[config.mk]
export PLATFORM = sky130hd
export DESIGN_NAME = mem_arbiter_flat
export DESIGN_NICKNAME = d
export VERILOG_FILES = /design/src/rtl/mem_arbiter_if.sv /design/src/rtl/mem_arbiter.sv /design/src/flat_wrapper.sv
export SDC_FILE = /design/constraint.sdc
export NUM_CORES = 1
export LEC_CHECK = 0
export CORE_MARGIN = 2
export CORE_UTILIZATION = 20
export DETAILED_ROUTE_END_ITERATION = 10
export HOLD_SLACK_MARGIN = 0.15
export PLACE_DENSITY = 0.78
export SLEW_MARGIN = 20
export SYNTH_ARGS = -nofsm -noshare
export SYNTH_HDL_FRONTEND = slang
export SYNTH_SLANG_ARGS = --single-unit
[constraint.sdc]
create_clock -name clk -period 1.32 [get_ports clk]
set_input_delay 0.264 -clock clk [delete_from_list [all_inputs] [get_ports clk]]
set_output_delay 0.264 -clock clk [all_outputs]
set_load 0.01 [all_outputs]
[src/rtl/mem_arbiter_if.sv]
// mem_arbiter_if: request/response bus between a master and a shared memory slave
interface mem_arbiter_if #(
  parameter int ABITS = 9,
  parameter int DBITS = 16
);
  logic rd;
  logic wr;
  logic [ABITS-1:0] addr;
  logic [DBITS-1:0] wdata;
  logic [DBITS-1:0] rdata;
  logic wait_req;
  modport master (output rd, wr, addr, wdata, input rdata, wait_req);
  modport slave (input rd, wr, addr, wdata, output rdata, wait_req);
endinterface

[src/rtl/mem_arbiter.sv]
// mem_arbiter: parked two-port arbiter for a single-ported memory with bounded port-1 burst lock
module mem_arbiter #(
  parameter int ABITS = 9,
  parameter int DBITS = 16,
  parameter int MAXBURST = 8
) (
  input  logic clk,
  input  logic rst_n,
  mem_arbiter_if.slave p0,
  mem_arbiter_if.slave p1,
  input  logic p1_lock,
  mem_arbiter_if.master mem,
  output logic [1:0] gnt
);
  localparam int CW = MAXBURST > 1 ? $clog2(MAXBURST) : 1;
  localparam logic [CW-1:0] BMAX = CW'(MAXBURST - 1);
  typedef enum logic [1:0] {IDLE = 2'b00, G0 = 2'b01, G1 = 2'b10} state_t;
  state_t state, next;
  logic [CW-1:0] bcnt;
  logic req0, req1, done0, done1;
  assign req0 = p0.rd | p0.wr;
  assign req1 = p1.rd | p1.wr;
  assign done0 = (state == G0) & req0 & ~mem.wait_req;
  assign done1 = (state == G1) & req1 & ~mem.wait_req;
  assign mem.rd = state == G0 ? p0.rd : state == G1 ? p1.rd : 1'b0;
  assign mem.wr = state == G0 ? p0.wr : state == G1 ? p1.wr : 1'b0;
  assign mem.addr = state == G0 ? p0.addr : state == G1 ? p1.addr : '0;
  assign mem.wdata = state == G0 ? p0.wdata : state == G1 ? p1.wdata : '0;
  assign p0.rdata = mem.rdata;
  assign p1.rdata = mem.rdata;
  assign p0.wait_req = req0 & ~done0;
  assign p1.wait_req = req1 & ~done1;
  assign gnt = state;
  always_comb begin
    next = state;
    case (state)
      IDLE: next = req0 ? G0 : req1 ? G1 : IDLE;
      G0: next = (req1 & (~req0 | done0)) ? G1 : G0;
      G1: next = ~req1 ? (req0 ? G0 : G1)
               : (done1 & req0 & (~p1_lock | bcnt == BMAX)) ? G0 : G1;
      default: next = IDLE;
    endcase
  end
  always_ff @(posedge clk) begin
    if (!rst_n) begin
      state <= IDLE;
      bcnt <= '0;
    end else begin
      state <= next;
      if (state == G1 && next != G1) bcnt <= '0;
      else if (done1 && bcnt != BMAX) bcnt <= bcnt + 1'b1;
    end
  end
endmodule

[src/flat_wrapper.sv]
// flat-port wrapper written by rule: the top's interface ports become plain ports
module mem_arbiter_flat 
#(
  parameter int ABITS = 9,
  parameter int DBITS = 16,
  parameter int MAXBURST = 8
)
  (clk, rst_n, p1_lock, gnt, p0_rd, p0_wr, p0_addr, p0_wdata, p0_rdata, p0_wait_req, p1_rd, p1_wr, p1_addr, p1_wdata, p1_rdata, p1_wait_req, mem_rd, mem_wr, mem_addr, mem_wdata, mem_rdata, mem_wait_req);
  mem_arbiter_if #(.ABITS(ABITS), .DBITS(DBITS)) p0_i ();
  mem_arbiter_if #(.ABITS(ABITS), .DBITS(DBITS)) p1_i ();
  mem_arbiter_if #(.ABITS(ABITS), .DBITS(DBITS)) mem_i ();
  input  logic clk;
  input  logic rst_n;
  input  logic p1_lock;
  output logic [1:0] gnt;
  input wire logic [$bits(p0_i.rd)-1:0] p0_rd;
  input wire logic [$bits(p0_i.wr)-1:0] p0_wr;
  input wire logic [$bits(p0_i.addr)-1:0] p0_addr;
  input wire logic [$bits(p0_i.wdata)-1:0] p0_wdata;
  output wire logic [$bits(p0_i.rdata)-1:0] p0_rdata;
  output wire logic [$bits(p0_i.wait_req)-1:0] p0_wait_req;
  input wire logic [$bits(p1_i.rd)-1:0] p1_rd;
  input wire logic [$bits(p1_i.wr)-1:0] p1_wr;
  input wire logic [$bits(p1_i.addr)-1:0] p1_addr;
  input wire logic [$bits(p1_i.wdata)-1:0] p1_wdata;
  output wire logic [$bits(p1_i.rdata)-1:0] p1_rdata;
  output wire logic [$bits(p1_i.wait_req)-1:0] p1_wait_req;
  output wire logic [$bits(mem_i.rd)-1:0] mem_rd;
  output wire logic [$bits(mem_i.wr)-1:0] mem_wr;
  output wire logic [$bits(mem_i.addr)-1:0] mem_addr;
  output wire logic [$bits(mem_i.wdata)-1:0] mem_wdata;
  input wire logic [$bits(mem_i.rdata)-1:0] mem_rdata;
  input wire logic [$bits(mem_i.wait_req)-1:0] mem_wait_req;
  assign p0_i.rd = p0_rd;
  assign p0_i.wr = p0_wr;
  assign p0_i.addr = p0_addr;
  assign p0_i.wdata = p0_wdata;
  assign p0_rdata = p0_i.rdata;
  assign p0_wait_req = p0_i.wait_req;
  assign p1_i.rd = p1_rd;
  assign p1_i.wr = p1_wr;
  assign p1_i.addr = p1_addr;
  assign p1_i.wdata = p1_wdata;
  assign p1_rdata = p1_i.rdata;
  assign p1_wait_req = p1_i.wait_req;
  assign mem_rd = mem_i.rd;
  assign mem_wr = mem_i.wr;
  assign mem_addr = mem_i.addr;
  assign mem_wdata = mem_i.wdata;
  assign mem_i.rdata = mem_rdata;
  assign mem_i.wait_req = mem_wait_req;
  mem_arbiter #(.ABITS(ABITS), .DBITS(DBITS), .MAXBURST(MAXBURST)) u_core (.clk(clk), .rst_n(rst_n), .p0(p0_i), .p1(p1_i), .p1_lock(p1_lock), .mem(mem_i), .gnt(gnt));
endmodule
==> results of run 1 <==
-- power by group --
part           internal [µW]  switching (µW)  total (µW)
Combinational            448             272         720
Clock                    207            71.2         278
Sequential               161            9.58         171
Total                    816             353        1170
-- through the flow --
step | instance area [µm²] | util [%] | total power [µW] | setup WS, ns | std cells
floorplan | 867 | - | 532 | -0.0259 | 101
global placement | 1610 | 40.1 | 857 | -0.485 | 209
detailed placement | 1610 | 40.1 | 867 | -0.486 | 209
CTS | 1760 | 44.0 | 1210 | -0.344 | 229
global route | 1710 | 42.8 | 1250 | -0.306 | 228
finish | 1710 | 42.8 | 1170 | -0.250 | 228
-- cell families (layout without fill, tap and decap cells) --
kind of cell | Yosys count | count (layout) | synth area share (%)
buf+inv | 41 | 118 | 34.3
compound gates | 37 | 37 | 36.6
simple gates | 13 | 13 | 10.4
flops | 5 | 5 | 12.1
fa+ha+maj | 2 | 2 | 3.03
mux | 2 | 2 | 2.42
xor+xnor | 1 | 1 | 1.06
-- registers in the layout, summed over array words and instances (netlist names) --
register,count
u_core.bcnt,3
u_core.gnt,2
-- worst paths after layout --
kind | slack (ns) | depth (start not counted) | start | end
setup / recovery | -0.25 | 5 | u_core.gnt[1] | mem_rd
hold / removal | 0.52 | 2 | u_core.bcnt[0] | u_core.bcnt[0]
setup reg to reg | -0.14 | 6 | u_core.gnt[0] | u_core.bcnt[1]
hold reg to reg | 0.52 | 2 | u_core.bcnt[0] | u_core.bcnt[0]
-- area by class of cell --
class	count	area share, %
Inverter	3	0.658
Timing Repair Buffer	111	58.0
Sequential cell	5	6.43
Multi-Input combinational cell	55	28.7
Tap cell	50	3.65
Clock buffer	4	2.63
-- critical path: stages, from the launching register on --
cell and delay [ns]:
dfxtp_4 0.34, nor2b_4 0.14, buf_6 0.13, buf_6 0.11, a22o_1 0.22, buf_2 0.15
-- synthesized netlist by cell type (all sizes together) --
cell     n  area (µm²)
nor2     6        22.5
xnor2    1        8.76
inv      3        11.3
dfxtp    5         100
nor4     1        21.3
o32ai    1        8.76
a22o    27         236
o21a     1        7.51
and2     2        12.5
a21o     1        7.51
mux2i    2        20.0
o32a     1        10.0
nor2b    2        12.5
nand2    1        3.75
nand2b   1        13.8
a21oi    4        20.0
o21bai   1        7.51
o21ai    1        5.00
ha       2        25.0
buf     38         273
-- per-layer routing --
metal | routed length (µm) | track usage, % | vias to the layer above
li1 | - | - | 492
met1 | 1070 | 12.5 | 467
met2 | 1860 | 27.5 | 54
met3 | 395 | 3.78 | 4
met4 | 12 | 3.25 | 0
met5 | 0 | 0 | -
-- repair_timing --
action | in CTS | in global routing
pin swaps | 15 | 16
cloned | 4 | 0
hold endpoints to repair | 0 | 0
endpoints found under the setup margin | 35 | 33
setup buffers | 12 | 1
gates resized for setup | 125 | 23
==> impl_metrics.tcl, run 1 <==
set metrics [dict create \
    outcome "finished with violations" \
    violations "negative setup slack" \
    routed_via_density 4.46 \
    hold_viol_final 0 \
    num_io_pins 137 \
    ant_nets 0 \
    grt_pass1_wl_um 4610 \
    cts_tree "yes" \
    layout-drive-gt1-share_pct 38.2 \
    hpwl_um 2530 \
    area_growth_pct 107 \
    cts_buffers 3 \
    worst_pin_slew_ns 0.348 \
    ys_ff_latch 5 \
    finalClockSkew_ns 0.000800 \
    leakage_uw 0.000780 \
    grt_overflow 0 \
    die-area_mm2 0.00467 \
    ys_warn_count 0 \
    finalWorstSetupSlack_ns -0.250 \
    power.density_mw_per_mm2 683 \
    start_util_pct 20.7 \
    cp.required_ns 1.06 \
    std_cell_rows 23 \
    clk_root_buffer_cell "clkbuf_8" \
    place_congestion 0.727 \
    seq_area_um2 110 \
    die_w_um 68.3 \
    mostFrequentLayoutCell "clkdlybuf4s50_1" \
    clkTransAtPathRegs_ns 0.03 \
    critical_path_class "reg2out" \
    max-cap-violations 0 \
    die_height_um 68.3 \
    hold_buffers 0 \
    core_mm2 0.00400 \
    period_minus_slack_ns 1.57 \
    syn_inst 101 \
    fin_crit_sh_pct 119 \
    setup_viol 32 \
    endpoint_kind "primary output" \
    grt_usage_pct 13.3 \
    timing.setup.tns_ns -5.82 \
    drv_slew 0 \
    syn_area_per_cell_um2 8.19 \
    grt_antenna_before_repair 0 \
    ys_types 21 \
    critPathArrivalTime_ns 1.31 \
    wl_per_cell_um 14.7 \
    cp_max_fo 4 \
    rsz0062_at_grt "yes" \
    wirelength_um 3340 \
    grt_pass1_vias 1026 \
    worst_slew_margin_rel_pct 76.6 \
    drt_iter0_drc 8 \
    first_pass_iters 3 \
    peakVddDrop_uv 601 \
    hold_ws_ns 0.522 \
    syn-cell-area_um2 827 \
    drc_errors 0 \
    hold_class "reg2reg" \
    clk_path_buf_depth 2 \
    grt_max_degree 15 \
    insertion_delay_ns 0.22 \
    fmax_mhz 637 \
    clock_sinks 5 \
    antennaDiodeCount 0 \
    synthesis.nets 177 \
    multi_input_area_um2 490 \
    ys_seq_area_share_pct 12.1 \
    numPortBuffers 88 \
    cts.htree.levels 1 \
    fin_nets 255 \
    worst_setup_path_start_kind "register" \
    final.fill_count 413 \
    final_cell_mix "clkdlybuf4s50_1, a22o_1, buf_2, buf_6" \
    num_vias 1017 \
]
No activity file was read; power rests on OpenSTA's default activity.
==> run 2: changes to the inputs <==
--- a/config.mk
+++ b/config.mk
@@ -7,6 +7,7 @@
 export LEC_CHECK = 0
 export CORE_MARGIN = 2
 export CORE_UTILIZATION = 20
+export CTS_CLUSTER_DIAMETER = 200
 export DETAILED_ROUTE_END_ITERATION = 10
 export HOLD_SLACK_MARGIN = 0.15
 export PLACE_DENSITY = 0.78
==> results of run 2 <==
Final layout, timing and power as in run 1 (identical DEF).
